`src/rtl/demo_scene_pkg.sv`:
```
// Shared types and constants for the black hole demo scene sequencer.
package demo_scene_pkg;

    typedef enum logic [1:0] {
        HOLD    = 2'd0,
        FALL    = 2'd1,
        DARK    = 2'd2,
        FADE_IN = 2'd3
    } scene_state_t;

    // Text fall velocity limit and the number of FALL frames per velocity step.
    localparam int VEL_MAX    = 8;
    localparam int VEL_PERIOD = 16;

    // Ring phase advance per frame: 1, 2, 4 or 8.
    function automatic logic [7:0] speed_step(input logic [1:0] speed);
        return 8'd1 << speed;
    endfunction

endpackage

```
`src/rtl/demo_scene_if.sv`:
```
// Control inputs and per-frame animation outputs of the scene sequencer.
interface demo_scene_if;
    logic        vsync;
    logic        pause;
    logic [1:0]  speed;
    logic        frame_tick;
    logic [15:0] frame_cnt;
    logic [7:0]  ring_phase;
    logic [9:0]  text_y;
    logic        text_on;
    logic [1:0]  text_fade;
    logic [1:0]  scene_state;

    modport master (
        output vsync, pause, speed,
        input  frame_tick, frame_cnt, ring_phase, text_y, text_on, text_fade, scene_state
    );

    modport slave (
        input  vsync, pause, speed,
        output frame_tick, frame_cnt, ring_phase, text_y, text_on, text_fade, scene_state
    );
endinterface

```
`src/rtl/demo_scene_frame_tick_detect.sv`:
```
// Detects the end of the active-low vsync pulse, once per frame.
module frame_tick_detect (
    input  logic clk,
    input  logic reset,
    input  logic vsync,
    output logic tick
);
    logic vsync_prev;

    // Previous vsync level; resets high so a vsync already high at release is not an edge.
    always_ff @(posedge clk or posedge reset) begin
        if (reset) vsync_prev <= 1'b1;
        else       vsync_prev <= vsync;
    end

    assign tick = vsync & ~vsync_prev;
endmodule

```
`src/rtl/demo_scene_sequencer.sv`:
```
// Frame-rate animation controller: ring phase, falling text, swallow/respawn and fade.
module demo_scene_sequencer
    import demo_scene_pkg::*;
#(
    parameter int HOLD_FRAMES      = 256,
    parameter int TEXT_Y_TOP       = 20,
    parameter int TEXT_Y_END       = 276,
    parameter int DARK_FRAMES      = 32,
    parameter int FADE_STEP_FRAMES = 8
) (
    input logic          clk,
    input logic          reset,
    demo_scene_if.slave  bus
);
    localparam int HOLD_W = (HOLD_FRAMES > 1)      ? $clog2(HOLD_FRAMES)      : 1;
    localparam int DARK_W = (DARK_FRAMES > 1)      ? $clog2(DARK_FRAMES)      : 1;
    localparam int FADE_W = (FADE_STEP_FRAMES > 1) ? $clog2(FADE_STEP_FRAMES) : 1;

    logic tick;

    frame_tick_detect u_tick (
        .clk   (clk),
        .reset (reset),
        .vsync (bus.vsync),
        .tick  (tick)
    );

    scene_state_t      state,      state_nx;
    logic [HOLD_W-1:0] hold_cnt,   hold_cnt_nx;
    logic [DARK_W-1:0] dark_cnt,   dark_cnt_nx;
    logic [FADE_W-1:0] fade_cnt,   fade_cnt_nx;
    logic [3:0]        fall_cnt,   fall_cnt_nx;
    logic [3:0]        vel,        vel_nx;
    logic [9:0]        text_y,     text_y_nx;
    logic              text_on,    text_on_nx;
    logic [1:0]        text_fade,  text_fade_nx;
    logic [7:0]        ring_phase, ring_phase_nx;
    logic [15:0]       frame_cnt,  frame_cnt_nx;
    logic              frame_tick;
    logic [10:0]       next_y;

    // All scene state is registered; updates only land on the edge ending a tick cycle.
    always_ff @(posedge clk or posedge reset) begin
        if (reset) begin
            state      <= HOLD;
            hold_cnt   <= '0;
            dark_cnt   <= '0;
            fade_cnt   <= '0;
            fall_cnt   <= '0;
            vel        <= 4'd1;
            text_y     <= 10'(TEXT_Y_TOP);
            text_on    <= 1'b1;
            text_fade  <= 2'd3;
            ring_phase <= '0;
            frame_cnt  <= '0;
            frame_tick <= 1'b0;
        end else begin
            state      <= state_nx;
            hold_cnt   <= hold_cnt_nx;
            dark_cnt   <= dark_cnt_nx;
            fade_cnt   <= fade_cnt_nx;
            fall_cnt   <= fall_cnt_nx;
            vel        <= vel_nx;
            text_y     <= text_y_nx;
            text_on    <= text_on_nx;
            text_fade  <= text_fade_nx;
            ring_phase <= ring_phase_nx;
            frame_cnt  <= frame_cnt_nx;
            frame_tick <= tick;
        end
    end

    // Next-state: frame counter runs on every tick, the scene only on unpaused ticks.
    always_comb begin
        state_nx      = state;
        hold_cnt_nx   = hold_cnt;
        dark_cnt_nx   = dark_cnt;
        fade_cnt_nx   = fade_cnt;
        fall_cnt_nx   = fall_cnt;
        vel_nx        = vel;
        text_y_nx     = text_y;
        text_on_nx    = text_on;
        text_fade_nx  = text_fade;
        ring_phase_nx = ring_phase;
        frame_cnt_nx  = frame_cnt;
        // 11-bit sum so a position near the bottom cannot wrap past the swallow row.
        next_y        = {1'b0, text_y} + {7'd0, vel};

        if (tick) begin
            frame_cnt_nx = frame_cnt + 16'd1;
            if (!bus.pause) begin
                ring_phase_nx = ring_phase + speed_step(bus.speed);
                case (state)
                    HOLD: begin
                        if (hold_cnt == HOLD_W'(HOLD_FRAMES - 1)) begin
                            state_nx    = FALL;
                            hold_cnt_nx = '0;
                            vel_nx      = 4'd1;
                        end else begin
                            hold_cnt_nx = hold_cnt + HOLD_W'(1);
                        end
                    end
                    FALL: begin
                        if (next_y >= 11'(TEXT_Y_END)) begin
                            text_y_nx   = 10'(TEXT_Y_END);
                            text_on_nx  = 1'b0;
                            dark_cnt_nx = '0;
                            state_nx    = DARK;
                        end else begin
                            text_y_nx   = next_y[9:0];
                        end
                        fall_cnt_nx = fall_cnt + 4'd1;
                        if (fall_cnt == 4'(VEL_PERIOD - 1) && vel < 4'(VEL_MAX))
                            vel_nx = vel + 4'd1;
                    end
                    DARK: begin
                        if (dark_cnt == DARK_W'(DARK_FRAMES - 1)) begin
                            text_y_nx    = 10'(TEXT_Y_TOP);
                            text_fade_nx = 2'd0;
                            text_on_nx   = 1'b1;
                            fade_cnt_nx  = '0;
                            state_nx     = FADE_IN;
                        end else begin
                            dark_cnt_nx  = dark_cnt + DARK_W'(1);
                        end
                    end
                    FADE_IN: begin
                        if (fade_cnt == FADE_W'(FADE_STEP_FRAMES - 1)) begin
                            text_fade_nx = text_fade + 2'd1;
                            fade_cnt_nx  = '0;
                            if (text_fade == 2'd2) begin
                                state_nx    = HOLD;
                                hold_cnt_nx = '0;
                            end
                        end else begin
                            fade_cnt_nx  = fade_cnt + FADE_W'(1);
                        end
                    end
                    default: state_nx = HOLD;
                endcase
            end
        end
    end

    assign bus.frame_tick  = frame_tick;
    assign bus.frame_cnt   = frame_cnt;
    assign bus.ring_phase  = ring_phase;
    assign bus.text_y      = text_y;
    assign bus.text_on     = text_on;
    assign bus.text_fade   = text_fade;
    assign bus.scene_state = state;
endmodule

```
`src/flat_wrapper.sv`:
```
// flat-port wrapper written by rule: the top's interface ports become plain ports
module demo_scene_sequencer_flat import demo_scene_pkg::*;
#(
    parameter int HOLD_FRAMES      = 256,
    parameter int TEXT_Y_TOP       = 20,
    parameter int TEXT_Y_END       = 276,
    parameter int DARK_FRAMES      = 32,
    parameter int FADE_STEP_FRAMES = 8
)
  (clk, reset, bus_vsync, bus_pause, bus_speed, bus_frame_tick, bus_frame_cnt, bus_ring_phase, bus_text_y, bus_text_on, bus_text_fade, bus_scene_state);
  demo_scene_if bus_i ();
  input logic clk;
  input logic reset;
  input wire logic [$bits(bus_i.vsync)-1:0] bus_vsync;
  input wire logic [$bits(bus_i.pause)-1:0] bus_pause;
  input wire logic [$bits(bus_i.speed)-1:0] bus_speed;
  output wire logic [$bits(bus_i.frame_tick)-1:0] bus_frame_tick;
  output wire logic [$bits(bus_i.frame_cnt)-1:0] bus_frame_cnt;
  output wire logic [$bits(bus_i.ring_phase)-1:0] bus_ring_phase;
  output wire logic [$bits(bus_i.text_y)-1:0] bus_text_y;
  output wire logic [$bits(bus_i.text_on)-1:0] bus_text_on;
  output wire logic [$bits(bus_i.text_fade)-1:0] bus_text_fade;
  output wire logic [$bits(bus_i.scene_state)-1:0] bus_scene_state;
  assign bus_i.vsync = bus_vsync;
  assign bus_i.pause = bus_pause;
  assign bus_i.speed = bus_speed;
  assign bus_frame_tick = bus_i.frame_tick;
  assign bus_frame_cnt = bus_i.frame_cnt;
  assign bus_ring_phase = bus_i.ring_phase;
  assign bus_text_y = bus_i.text_y;
  assign bus_text_on = bus_i.text_on;
  assign bus_text_fade = bus_i.text_fade;
  assign bus_scene_state = bus_i.scene_state;
  demo_scene_sequencer #(.HOLD_FRAMES(HOLD_FRAMES), .TEXT_Y_TOP(TEXT_Y_TOP), .TEXT_Y_END(TEXT_Y_END), .DARK_FRAMES(DARK_FRAMES), .FADE_STEP_FRAMES(FADE_STEP_FRAMES)) u_core (.clk(clk), .reset(reset), .bus(bus_i));
endmodule
```
`config.mk`:
```
export PLATFORM = sky130hd
export DESIGN_NAME = demo_scene_sequencer_flat
export DESIGN_NICKNAME = d
export VERILOG_FILES = /design/src/rtl/demo_scene_pkg.sv /design/src/rtl/demo_scene_if.sv /design/src/rtl/demo_scene_frame_tick_detect.sv /design/src/rtl/demo_scene_sequencer.sv /design/src/flat_wrapper.sv
export SDC_FILE = /design/constraint.sdc
export NUM_CORES = 1
export LEC_CHECK = 0
export CORE_MARGIN = 2
export CORE_UTILIZATION = 50
export CTS_CLUSTER_SIZE = 25
export DETAILED_ROUTE_END_ITERATION = 10
export PLACE_DENSITY = 0.72
export SLEW_MARGIN = 20
export SYNTH_ARGS = -nofsm -noshare
export SYNTH_HDL_FRONTEND = slang
export SYNTH_HIERARCHICAL = 1
export SYNTH_SLANG_ARGS = --single-unit
export TNS_END_PERCENT = 30
```
`constraint.sdc`:
```
create_clock -name clk -period 5.35 [get_ports clk]
set_input_delay 1.3375 -clock clk [delete_from_list [all_inputs] [get_ports clk]]
set_output_delay 1.3375 -clock clk [all_outputs]
set_load 0.01 [all_outputs]
```
==> out/results.ini <==
[layout]
areaGrowthSynthToFinish_pct=19.2
seqCellArea_um2=1640
layout.nets=443
drive_above_1_share_pct=10.0
multiInputGateArea_um2=1900
n_fill_cell=622
utilization_pct=60.9
antennaDiodeCount=0

[power]
ir_drop_mv=0.312
powerDensity_nw_per_um2=318
p_leak_uw=0.00194

[synth]
synth.area.top_cells=dfrtp_1 (40%), ha_1 (7.5%), dfstp_2 (5.0%)
synthMostInstantiatedCell=dfrtp_1
yosys.area_share.simple_pct=18.8
synth_largest_area_cell=dfrtp_1
synthesis.area_um2=3660
synthCells=366
synth_enable_flop_cells=0
synth_compound_area_share_pct=15.2
yosys-top-cells-count=dfrtp_1 (58), nand2_1 (39), nor2_1 (32)
yosys.area.top_type_share_pct=39.6
synthArstFlopShare_pct=100
yosys_warnings=6
yosysUniqueCellTypes=69
synthFlopType=dfrtp_1
synthesis.nets=396
yosys.area_share.adder_pct=8.61
synth-seq-area-share_pct=44.7
synth_top_family_by_area=simple AND/OR/NAND/NOR gates
ys_ff_latch=65
synthMuxAreaShare_pct=1.50
avgSynthCellArea_um2=10.0
synth_xor_xnor_area_share_pct=7.65

[critical_path]
crit_path_start_kind=input pin
path_class=in2reg
crit_fanout=12
cp-end-kind=register
critical_path_arrival_ns=3.96
cp_data_required_time_ns=5.61
rr_worst_depth=10

[clock_tree]
cts.path.max_buffers=2
ctsResizeCount=0
cts.clk_slew.worst_paths_ns=0.07
postCtsSetupRepairBufs=0
worstSkewPairLatency_ns=0.33
hold_buffers=0
cts_buffers=9
cts.sinks=65
cts_tree=yes
cts_max_level=3
cts_root_buf=clkbuf_8

[route]
top_layer=met4
wirelength_um=7190
wire_per_inst_um=13.9
drt_iter0_markers=182
route.antenna.remaining_nets=0
via_per_inst=5.39
drc_errors=0
via_count=2788
drt-met1-wl_um=3390
wl_met2_um=3460
firstDrtPassIters=4
wl_met3_um=260

[sta]
fin_tns_setup_ns=0
drv_slew=0
timing.hold.ws_ns=0.463
slew_headroom_pct=37.3
hold_violations=0
setup_viol=0
max_freq_mhz=270
rsz0062_at_grt=no
period_share_pct=69.1
period_needed_ns=3.70
skew_ns=0.00450
worstMarginPinSlew_ns=0.939

[floorplan]
rows=31
die_h_um=89.6
die_w_um=89.6
die_area_um2=8030
initial_utilization_pct=51.0
coreArea_um2=7180
top_level_ports=46

[global_routing]
antenna_found_initial=0
grt_usage_pct=19.4
grt_pass1_vias=2655
grt_max_degree=46
grt_pass1_wl_um=12000
grt.overflow.total=0

[min_path]
min-delay-path-class=reg2reg
hold_depth=1

[placed_design]
hpwl_um=5160
routabilityCongestion=0.826
port_buffers=45

[run_status]
outcome=complete, no violations

[run]
drv_cap=0

==> flip-flops by register name, indices dropped and copies added (netlist names) <==
name,count
u_core/bus.frame_tick,1
u_core/vel,4
u_core/fall_cnt,4
u_core/bus.text_fade,2
u_core/bus.scene_state,2
u_core/bus.frame_cnt,16
u_core/bus.ring_phase,8
u_core/bus.text_y,10
u_core/hold_cnt,8
u_core/dark_cnt,5
u_core/u_tick/vsync_prev,1
u_core/fade_cnt,3
u_core/bus.text_on,1
==> path summary, 6_finish.rpt <==
check | endpoint | slack (ns) | from
worst max-delay path | u_core/bus.text_on$_DFFE_PP1P_ | 1.65 | bus_vsync
worst max register to register | u_core/dark_cnt[2]$_DFFE_PP0P_ | 2.15 | u_core/vel[0]$_DFFE_PP1P_
min in group asynchronous | u_core/u_tick/vsync_prev$_DFF_PP1_ | 1.36 | reset
max in group asynchronous | u_core/bus.text_fade[0]$_DFFE_PP1P_ | 2.90 | reset
worst min-delay path | u_core/fall_cnt[3]$_DFFE_PP0P_ | 0.46 | u_core/fall_cnt[3]$_DFFE_PP0P_
worst min register to register | u_core/fall_cnt[3]$_DFFE_PP0P_ | 0.46 | u_core/fall_cnt[3]$_DFFE_PP0P_
==> cell usage in the layout (no fill, tap or decap), types with 4 or more instances in the layout <==
cell type,n
dfstp_2,7
o21ai_0,26
a22o_1,4
xnor2_1,18
and3_1,8
nand2_1,39
nor2b_1,5
clkdlybuf4s50_1,45
nand3_1,16
and2_1,7
a21o_1,4
xor2_1,14
nand2b_1,5
dfrtp_1,58
nor2_1,32
clkbuf_8,10
a21oi_1,10
ha_1,22
nand4_1,6
inv_1,16
==> per-stage QoR <==
step / setup slack, ns / total power, µW / cells / area (µm²)
finish: 1.65 / 1390 / 517 / 4370
global route: 1.46 / 1480 / 517 / 4370
CTS: 1.69 / 1410 / 517 / 4370
detailed placement: 1.32 / 997 / 501 / 4180
global placement: 1.43 / 986 / 501 / 4180
floorplan: 2.20 / 835 / 366 / 3660
==> critical path: stages <==
cell and delay [ns]:
clkdlybuf4s50_1 0.50, nor2b_4 0.25, nand2b_1 0.30, a21oi_1 0.59, nand2_1 0.32, a211oi_1 0.30
mux2_2 0.36
==> per-layer routing <==
layer | up-vias | global-route usage [%]
li1 | 1380 | -
met3 | 9 | 3.20
met1 | 1348 | 25.8
met5 | - | 0
met2 | 51 | 31.5
met4 | 0 | 8.01
==> power by group <==
part / internal, µW / switching (µW) / leakage [µW] / total, µW
Combinational: 183 / 154 / 0.00100 / 337
Clock: 227 / 177 / 0.0000974 / 404
Sequential: 569 / 80.2 / 0.000838 / 649
==> final cells by class <==
| cell class | instances | share of cell area [%] |
|---|---|---|
| Sequential cell | 65 | 37.4 |
| Clock buffer | 13 | 3.41 |
| Timing Repair Buffer | 46 | 10.5 |
| Inverter | 17 | 1.46 |
| Tap cell | 99 | 2.84 |
| Multi-Input combinational cell | 274 | 43.4 |
| Clock inverter | 3 | 0.917 |
==> kinds of logic after synthesis <==
family                     after synthesis
muxes                                    5
buffers and inverters                   27
and+or+nand+nor                        136
adders and majority gates               24
AOI/OAI and AO/OA                       77
xor gates and xnor gates                32
DFF                                     65
No activity file was read; power rests on OpenSTA's default activity.
